<file path="config.mk">
export PLATFORM = sky130hd
export DESIGN_NAME = instr_fetch_unit
export DESIGN_NICKNAME = d
export VERILOG_FILES = /design/src/rtl/riscv_pkg.sv /design/src/rtl/pc_next_calc.sv /design/src/rtl/instr_fetch_unit.sv
export SDC_FILE = /design/constraint.sdc
export NUM_CORES = 1
export LEC_CHECK = 0
export BUFFER_PORTS_ARGS = -buffer_cell sky130_fd_sc_hd__buf_2
export CAP_MARGIN = 20
export CORE_ASPECT_RATIO = 2
export CORE_UTILIZATION = 55
export CTS_CLUSTER_SIZE = 10
export DETAILED_ROUTE_END_ITERATION = 8
export PLACE_DENSITY = 0.87
export SLEW_MARGIN = 20
export SYNTH_ARGS = -nofsm -noshare
export SYNTH_HDL_FRONTEND = slang
export SYNTH_SLANG_ARGS = --single-unit
</file>
<file path="constraint.sdc">
create_clock -name clk -period 4.7 [get_ports clk]
set_clock_uncertainty 0.2 [all_clocks]
set_input_delay 0.47 -clock clk [delete_from_list [all_inputs] [get_ports clk]]
set_output_delay 0.47 -clock clk [all_outputs]
set_load 0.005 [all_outputs]
</file>
<file path="src/rtl/riscv_pkg.sv">
// Shared definitions for the instruction fetch slice.
//   fetch_state_t    : fetch FSM states
//   RESET_PC_DEFAULT : default reset PC (word-aligned)
//   NOP_INSTR        : ADDI x0,x0,0, shown on instr_out before the first fetch
//   REDIR_REL/ABS    : redir_sel encodings
package riscv_pkg;

  typedef enum logic [1:0] {
    ST_IDLE  = 2'd0,
    ST_FETCH = 2'd1,
    ST_VALID = 2'd2,
    ST_ERR   = 2'd3
  } fetch_state_t;

  localparam logic [31:0] RESET_PC_DEFAULT = 32'h0000_0000;
  localparam logic [31:0] NOP_INSTR        = 32'h0000_0013;

  localparam logic REDIR_REL = 1'b0;  // target = pc_out + redir_imm
  localparam logic REDIR_ABS = 1'b1;  // target = redir_target

endpackage

</file>
<file path="src/rtl/pc_next_calc.sv">
// Next-PC selection for the fetch unit (purely combinational).
//   i_pc_out       : PC of the instruction being accepted
//   i_redir_valid  : take a redirect instead of the sequential PC
//   i_redir_sel    : REDIR_REL (pc + imm) or REDIR_ABS (target)
//   i_redir_imm    : sign-extended B/J immediate
//   i_redir_target : JALR target
//   o_next_pc      : next fetch address (adds wrap modulo 2^XLEN)
//   o_misaligned   : o_next_pc is not word-aligned
module pc_next_calc
  import riscv_pkg::*;
#(
  parameter int XLEN = 32
) (
  input  logic [XLEN-1:0] i_pc_out,
  input  logic            i_redir_valid,
  input  logic            i_redir_sel,
  input  logic [XLEN-1:0] i_redir_imm,
  input  logic [XLEN-1:0] i_redir_target,
  output logic [XLEN-1:0] o_next_pc,
  output logic            o_misaligned
);

  logic [XLEN-1:0] w_seq_pc;
  logic [XLEN-1:0] w_redir_pc;

  // NOTE: continuous assigns cover every output on every path, so no latch can be inferred.
  assign w_seq_pc     = i_pc_out + XLEN'(4);
  assign w_redir_pc   = (i_redir_sel == REDIR_ABS) ? i_redir_target
                                                   : i_pc_out + i_redir_imm;
  assign o_next_pc    = i_redir_valid ? w_redir_pc : w_seq_pc;
  // A compressed-aligned (bit 1 set) target is also an error: word fetch only.
  assign o_misaligned = |o_next_pc[1:0];

endmodule

</file>
<file path="src/rtl/instr_fetch_unit.sv">
// Instruction fetch stage: owns the PC, reads one instruction word at a time
// from instruction memory (req/ack) and hands it to decode (valid/ready).
// No prefetch: each instruction costs a FETCH cycle and a VALID cycle.
//   clk, rst_n                 : clock, async active-low reset
//   imem_req/addr/ack/rdata    : instruction memory read handshake
//   instr_valid/ready          : decode handshake
//   instr_out, pc_out, pc_plus4: fetched word, its PC, and PC+4 for links
//   redir_valid/sel/imm/target : redirect applied on the accept cycle
//   misalign_err               : sticky, set by a misaligned redirect target
module instr_fetch_unit
  import riscv_pkg::*;
#(
  parameter int              XLEN     = 32,
  parameter logic [XLEN-1:0] RESET_PC = XLEN'(RESET_PC_DEFAULT)
) (
  input  logic            clk,
  input  logic            rst_n,
  output logic            imem_req,
  output logic [XLEN-1:0] imem_addr,
  input  logic            imem_ack,
  input  logic [31:0]     imem_rdata,
  output logic            instr_valid,
  input  logic            instr_ready,
  output logic [31:0]     instr_out,
  output logic [XLEN-1:0] pc_out,
  output logic [XLEN-1:0] pc_plus4,
  input  logic            redir_valid,
  input  logic            redir_sel,
  input  logic [XLEN-1:0] redir_imm,
  input  logic [XLEN-1:0] redir_target,
  output logic            misalign_err
);

  fetch_state_t    r_state;
  logic [XLEN-1:0] r_pc;
  logic            r_imem_req;
  logic            r_instr_valid;
  logic [31:0]     r_instr;
  logic [XLEN-1:0] r_pc_out;
  logic            r_misalign_err;

  logic [XLEN-1:0] w_next_pc;
  logic            w_misaligned;

  pc_next_calc #(
    .XLEN(XLEN)
  ) u_pc_next_calc (
    .i_pc_out       (r_pc_out),
    .i_redir_valid  (redir_valid),
    .i_redir_sel    (redir_sel),
    .i_redir_imm    (redir_imm),
    .i_redir_target (redir_target),
    .o_next_pc      (w_next_pc),
    .o_misaligned   (w_misaligned)
  );

  // NOTE: state updates use non-blocking assignments so every register sees
  // pre-edge values regardless of statement order.
  always_ff @(posedge clk or negedge rst_n) begin
    if (!rst_n) begin
      r_state        <= ST_IDLE;
      r_pc           <= RESET_PC;
      r_imem_req     <= 1'b0;
      r_instr_valid  <= 1'b0;
      r_instr        <= NOP_INSTR;
      r_pc_out       <= RESET_PC;
      r_misalign_err <= 1'b0;
    end else begin
      case (r_state)
        ST_IDLE: begin
          r_imem_req <= 1'b1;
          r_state    <= ST_FETCH;
        end

        ST_FETCH: begin
          if (imem_ack) begin
            r_instr       <= imem_rdata;
            r_pc_out      <= r_pc;
            r_imem_req    <= 1'b0;
            r_instr_valid <= 1'b1;
            r_state       <= ST_VALID;
          end
        end

        // instr_valid is high exactly in this state, so ready here is the
        // accept cycle and the only time redir_* is looked at.
        ST_VALID: begin
          if (instr_ready) begin
            r_instr_valid <= 1'b0;
            if (w_misaligned) begin
              r_misalign_err <= 1'b1;
              r_state        <= ST_ERR;
            end else begin
              r_pc       <= w_next_pc;
              r_imem_req <= 1'b1;
              r_state    <= ST_FETCH;
            end
          end
        end

        ST_ERR: begin
          r_imem_req    <= 1'b0;
          r_instr_valid <= 1'b0;
        end

        default: r_state <= ST_IDLE;
      endcase
    end
  end

  assign imem_req     = r_imem_req;
  assign imem_addr    = r_pc;
  assign instr_valid  = r_instr_valid;
  assign instr_out    = r_instr;
  assign pc_out       = r_pc_out;
  assign pc_plus4     = r_pc_out + XLEN'(4);
  assign misalign_err = r_misalign_err;

endmodule

</file>
==> run metrics, run 1 <==
total track usage 0.336; Clock H-tree levels 3; post-route ant nets 0; clock latency at the later pin of the worst-skew pair about 350 ps; dpl ws about 1300 ps; slowest CP cell nor3_1; synth warn 0; # Post-CTS Setup Buffers 0; worst hold path class in -> async; hold_buf cts 0; top post-synthesis cells by area dfrtp_1, mux2_2, ha_1; CTS root buf clkbuf_16; most frequent CP cell nand3_1; WHS -1.41 ps; P&R area growth vs syn 23.7%; initial core utilization 0.564; Crit Reg-Reg Endpoint imem_addr[20]; CTS tree built; Most used DFF post-synth dfrtp_1; post-synthesis cell count 702; row cnt between 50 and 60; routed wire length approximately 20000 um; # resized after CTS 0; Leak about 4.0 nW; vias in the first global route 6639; largest net degree at the start of global routing 67; CP Capture Type output port; Final min period ~3400 ps; total CTS buffers 9; FF+latch area approximately 2500 sq um; wire per inst 19.2 um; Sink Count just over 100; setup violators final 0; DR vias ~6500; syn_area_per_cell ~9.4 sq um; DRC 0; Die W approximately 80 um; first-pass GRT wire length 31900 um; Seq/Total Area, Yosys 0.384; outcome finished, violations left; total grt overflow 0; fin worst setup slack approximately 1300 ps; Worst slew margin 0.326; syn nets ~840; Peak VDD IR roughly 0.33 mV; violated checks negative hold slack; Least-Margin Pin Slew ~1000 ps; full die area 12500 sq um; Synth Cell Area 6600 sq um; Slew Limit Fails 0; WP data required just over 4000 ps; max_cap viols 0; cells along the critical path nand3_1 -> nor3_1 -> and2_1 -> nand3_1 -> xnor2_1 -> buf_2; footprint of the multi-input gates 3850 sq um; crit path DAT about 2700 ps; CP peak stage delay 840 ps; Buffers on Ports ~230; WS Path Type reg -> out; P per Cell Area around 610 nW/um^2; Reg clk slew, reported paths about 70 ps; RD Place Congestion 0.985; delay-heaviest family, CP simple AND/OR/NAND/NOR gates; RSZ-0062 raised after global routing no; CTS max path bufs 2; async set or reset register ratio after synthesis 1.00; Fmax achieved about 300 MHz; Cell variety after synth 67; Startpoint Class register; Nets approximately 1100; initial antenna violation count 1; DR iter-0 viols about 420; R2R setup slack 1360 ps; final hold vios 1; #FFs+latches synth between 100 and 150; IO Pins between 200 and 250; EDFF count, synth 0; vias per cell a little over 6; worst path bufs/invs 1; top-area cell type share of the netlist area 0.372; Worst R2R Start pc_out[0]; dpl hpwl roughly 16000 um; TNS Setup 0 ps; CORE AREA approximately 12000 sq um; fraction of layout cells with a size suffix above 1 0.364; chip height approximately 160 um; Layout fillers 959; cells on worst reg2reg path 10; Yosys top cell by area dfrtp_1; final period utilization 0.720; Crit Path Max Fanout 7; drt first pass iters 5
==> registers in the layout (all words and copies together) (netlist names) <==
signal        count
instr_out        32
instr_valid       1
imem_addr        32
imem_req          1
misalign_err      1
pc_out           32
r_state           2
==> cells in the mapped netlist (all sizes together), types with 4 or more instances <==
library cell,count
dfrtp,98
nand2,77
mux2,65
o21ai,54
nor2,47
a21oi,44
ha,37
nand3,29
clkbuf,27
xnor2,27
inv,22
xor2,20
nand4,14
a21o,12
o211ai,12
a31oi,9
and3,7
mux2i,6
and2,5
buf,5
nor3,5
o22ai,5
or3,5
o211a,4
==> cell families (layout without fill, tap and decap cells) <==
kind of cell	count (synthesis)	count (layout)	share of synthesized area
and+or+nand+nor	205	205	0.145
AOI/OAI and AO/OA	185	185	0.183
DFF	101	101	0.384
muxes	71	71	0.120
buffers and inverters	55	277	0.0326
xor gates and xnor gates	47	47	0.0624
adders and majority gates	38	38	0.0732
other	0	1	0
==> cell usage in the layout, fill, tap and decap left out, types with 6 or more instances in the layout <==
master and instances:
xnor2_1 27, nand4_1 14, nor2_1 47, clkbuf_16 9
mux2_2 65, a21o_1 12, nand2_1 75, inv_1 22
and3_1 7, o21ai_1 6, ha_1 37, mux2i_1 6
dfrtp_1 98, buf_4 7, buf_2 231, a31oi_1 9
nand3_1 29, o211ai_1 12, o21ai_0 47, a21oi_1 44
xor2_1 20
==> layer usage <==
metal  wire (um)  up-vias  track usage
li1            -     2988            -
met1        7200     3087        0.353
met2       10900      316        0.597
met3        1170       81       0.0536
met4        1320        0        0.228
met5           0        -            0
==> worst max path at each step <==
stage | from | end | slack, ps | cells after the start
after floorplan | redir_imm[0] | imem_addr[10] | 1830 | 10
after global placement | redir_imm[0] | imem_addr[20] | 1370 | 11
after detailed placement | redir_imm[0] | imem_addr[20] | 1260 | 11
after CTS | pc_out[0] | imem_addr[20] | 1360 | 10
after global routing | pc_out[0] | imem_addr[20] | 1120 | 10
final | pc_out[9] | pc_plus4[23] | 1320 | 6
==> through the flow <==
step | power [W] | util | cells | instance area (sq um) | hold WS [ps]
6_report | 0.00497 | 0.697 | 1070 | 8160 | -1.41
5_1_grt | 0.00531 | 0.697 | 1070 | 8160 | 88.7
4_1_cts | 0.00496 | 0.697 | 1069 | 8160 | 39.2
3_5_place_dp | 0.00420 | 0.672 | 1053 | 7860 | 284
3_3_place_gp | 0.00414 | 0.672 | 1053 | 7860 | 281
2_1_floorplan | 0.00320 | - | 702 | 6600 | -25.6
==> report_power, final <==
| part | total [W] | switching, W | internal [W] |
|---|---|---|---|
| registers | 0.00165 | 0.000380 | 0.00127 |
| clock network | 0.000749 | 0.000364 | 0.000385 |
| logic | 0.00257 | 0.00134 | 0.00123 |
==> worst register-to-register path, delay by kind of cell (launching register included) <==
family	cells	cell delay, ps
adders and majority gates	2	730
AOI/OAI and AO/OA	4	760
and+or+nand+nor	4	1100
DFF	1	430
==> final cells by class <==
cell class | instances | share of cell area
diodes | 1 | 0.000307
inverters | 23 | 0.0106
well taps | 145 | 0.0222
repair buffers | 238 | 0.148
clock buffers | 10 | 0.0293
flip-flops and latches | 101 | 0.310
multi-input cells | 546 | 0.472
clock inverters | 6 | 0.00690
(Power assumes the default switching activity.)
==> run 2: changes to the inputs <==
--- a/config.mk
+++ b/config.mk
@@ -8,10 +8,10 @@
 export BUFFER_PORTS_ARGS = -buffer_cell sky130_fd_sc_hd__buf_2
 export CAP_MARGIN = 20
 export CORE_ASPECT_RATIO = 2
-export CORE_UTILIZATION = 55
+export CORE_UTILIZATION = 46
 export CTS_CLUSTER_SIZE = 10
 export DETAILED_ROUTE_END_ITERATION = 8
-export PLACE_DENSITY = 0.87
+export PLACE_DENSITY = 0.78
 export SLEW_MARGIN = 20
 export SYNTH_ARGS = -nofsm -noshare
 export SYNTH_HDL_FRONTEND = slang
==> constraint.sdc (replaced) <==
create_clock -name clk -period 3 [get_ports clk]
set_clock_uncertainty 0.2 [all_clocks]
set_input_delay 0.3 -clock clk [delete_from_list [all_inputs] [get_ports clk]]
set_output_delay 0.3 -clock clk [all_outputs]
set_load 0.005 [all_outputs]
==> run metrics, run 2 (synthesis gave the netlist of run 1 again) <==
dpl ws 108 ps (-1150 ps); wire per inst 19.1 um (-0.76%); total CTS buffers 9 (unchanged); P per Cell Area 920 nW/um^2 (+51%); total track usage 0.313 (-0.0233); Sink Count 101 (unchanged); Leak 4.42 nW (+9.3%); delay-heaviest family, CP simple AND/OR/NAND/NOR gates; final hold vios 0 (-1); TNS Setup 0 ps (unchanged); Slew Limit Fails 0 (unchanged); cells on worst reg2reg path 9 (-1); P&R area growth vs syn 35.7%; Buffers on Ports 232 (unchanged); DRC 0 (unchanged); Final min period between 2000 and 3000 ps; DR vias 6755 (+4.4%); initial antenna violation count 1 (unchanged); post-route ant nets 0 (unchanged); CORE AREA 14000 sq um (+19%); CP peak stage delay 410 ps (-430 ps); commonest non-fill, non-tap cell in the layout buf_2; clock latency at the later pin of the worst-skew pair 360 ps (about the same); DR iter-0 viols 390 (-7.4%); Fmax achieved between 300 and 400 MHz; WS Path Type reg -> out; final period utilization 0.959; initial core utilization 0.472 (-0.0915); Layout fillers 1222 (+27%); outcome completed; CTS max path bufs 2 (unchanged); worst hold path class in -> reg; commonest non-fill, non-tap cells in the layout buf_2, dfrtp_1, nand2_1; cells along the critical path buf_4 -> ha_1 -> nand3_2 -> or3_4 -> nor4_1 -> xnor2_1 -> buf_2; row cnt 61 (+8.9%); Die W 86.7 um (+9.1%); routed wire length 22700 um (+10%); CTS root buf clkbuf_16; CTS tree built; Clock H-tree levels 3 (unchanged); fraction of layout cells with a size suffix above 1 0.393 (+0.0294); vias per cell 5.68 (-6.2%); chip height 171 um (+9.2%); full die area 14900 sq um (+19%); Cell Area, Placed 8220 sq um (+4.6%); max_cap viols 0 (unchanged); RD Place Congestion 0.987 (+0.18%); Crit Path Max Fanout 6 (-1); vias in the first global route 6956 (+4.8%); Levels on crit path 7 (+1); crit path DAT 2380 ps (-330 ps); hold-critical path depth 3; final instance area 8950 sq um (+9.7%); drt first pass iters 5 (unchanged); largest net degree at the start of global routing 58 (-13%); setup violators final 0 (unchanged); first-pass GRT wire length 34800 um (+8.9%); IO Pins 233 (unchanged); Peak VDD IR 0.575 mV (+75%); slowest CP cell or3_4; Startpoint Class register; dpl hpwl 17500 um (+9.2%); fin worst setup slack 124 ps (-1190 ps); total grt overflow 0 (unchanged); worst path bufs/invs 2 (+1); Worst slew margin 0.483 (+0.158); Least-Margin Pin Slew 775 ps (-229 ps); Nets 1135 (+7.2%); Reg clk slew, reported paths 80 ps (about the same); WP data required 2500 ps (-1530 ps); CP Capture Type output port; RSZ-0062 raised after global routing no
-- run 2: power by group --
part / internal (W) / switching [W] / leakage, nW
logic: 0.00216 / 0.00231 / 3.03
clock network: 0.000670 / 0.000584 / 0.155
registers: 0.00199 / 0.000519 / 1.24
-- run 2: path summary, 6_finish.rpt --
kind / start / slack, ps / end
setup / recovery: pc_out[2] / 120 / pc_plus4[20]
hold / removal: redir_target[27] / 30 / imem_addr[27]
setup reg to reg: pc_out[6] / 130 / imem_addr[28]
hold reg to reg: instr_out[21] / 300 / instr_out[21]
max in group asynchronous: rst_n / 1400 / instr_out[4]
min in group asynchronous: rst_n / 350 / imem_addr[7]
-- run 2: worst register-to-register path, cell delays in order (launching register included) --
cell      delay (ps)
dfrtp_1          390
ha_1             340
nand4_1          120
or3_4            430
o221ai_2         160
a31oi_1          140
o41a_1           390
o41ai_2          360
xnor2_1          170
o21ai_2           60
-- run 2: through the flow --
step            util  total power (W)  cells  hold slack [ps]
5_1_grt        0.641          0.00880   1190             36.9
2_1_floorplan      -          0.00501    702             -196
3_3_place_gp   0.589          0.00678   1136              206
3_5_place_dp   0.589          0.00688   1136              214
6_report       0.641          0.00824   1190             33.4
4_1_cts        0.635          0.00819   1185             23.1
-- run 2: cell type report --
class | count | area [sq um] | area share
antenna | 1 | 2.50 | 0.000280
clock buffer | 9 | 225 | 0.0252
clock inverter | 7 | 87.6 | 0.00979
inverter | 23 | 86.3 | 0.00965
multi-input combinational | 546 | 3900 | 0.436
sequential | 101 | 2530 | 0.283
tap | 189 | 236 | 0.0264
timing repair buffer | 314 | 1870 | 0.209
-- run 2: per-layer routing --
layer | wire (um) | track usage | vias up
met5 | 0 | 0 | -
met4 | 1490 | 0.220 | 0
met3 | 1150 | 0.0566 | 85
met2 | 12300 | 0.575 | 299
met1 | 7830 | 0.308 | 3233
li1 | - | - | 3138
-- run 2: timing repair --
action | CTS | global route
hold buffers | 33 | 0
endpoints found under the setup margin | 3 | 16
gates resized for setup | 1 | 13
setup buffers | 0 | 4
gates cloned | 0 | 0
pin swaps | 0 | 2
hold endpoints to repair | 84 | 0
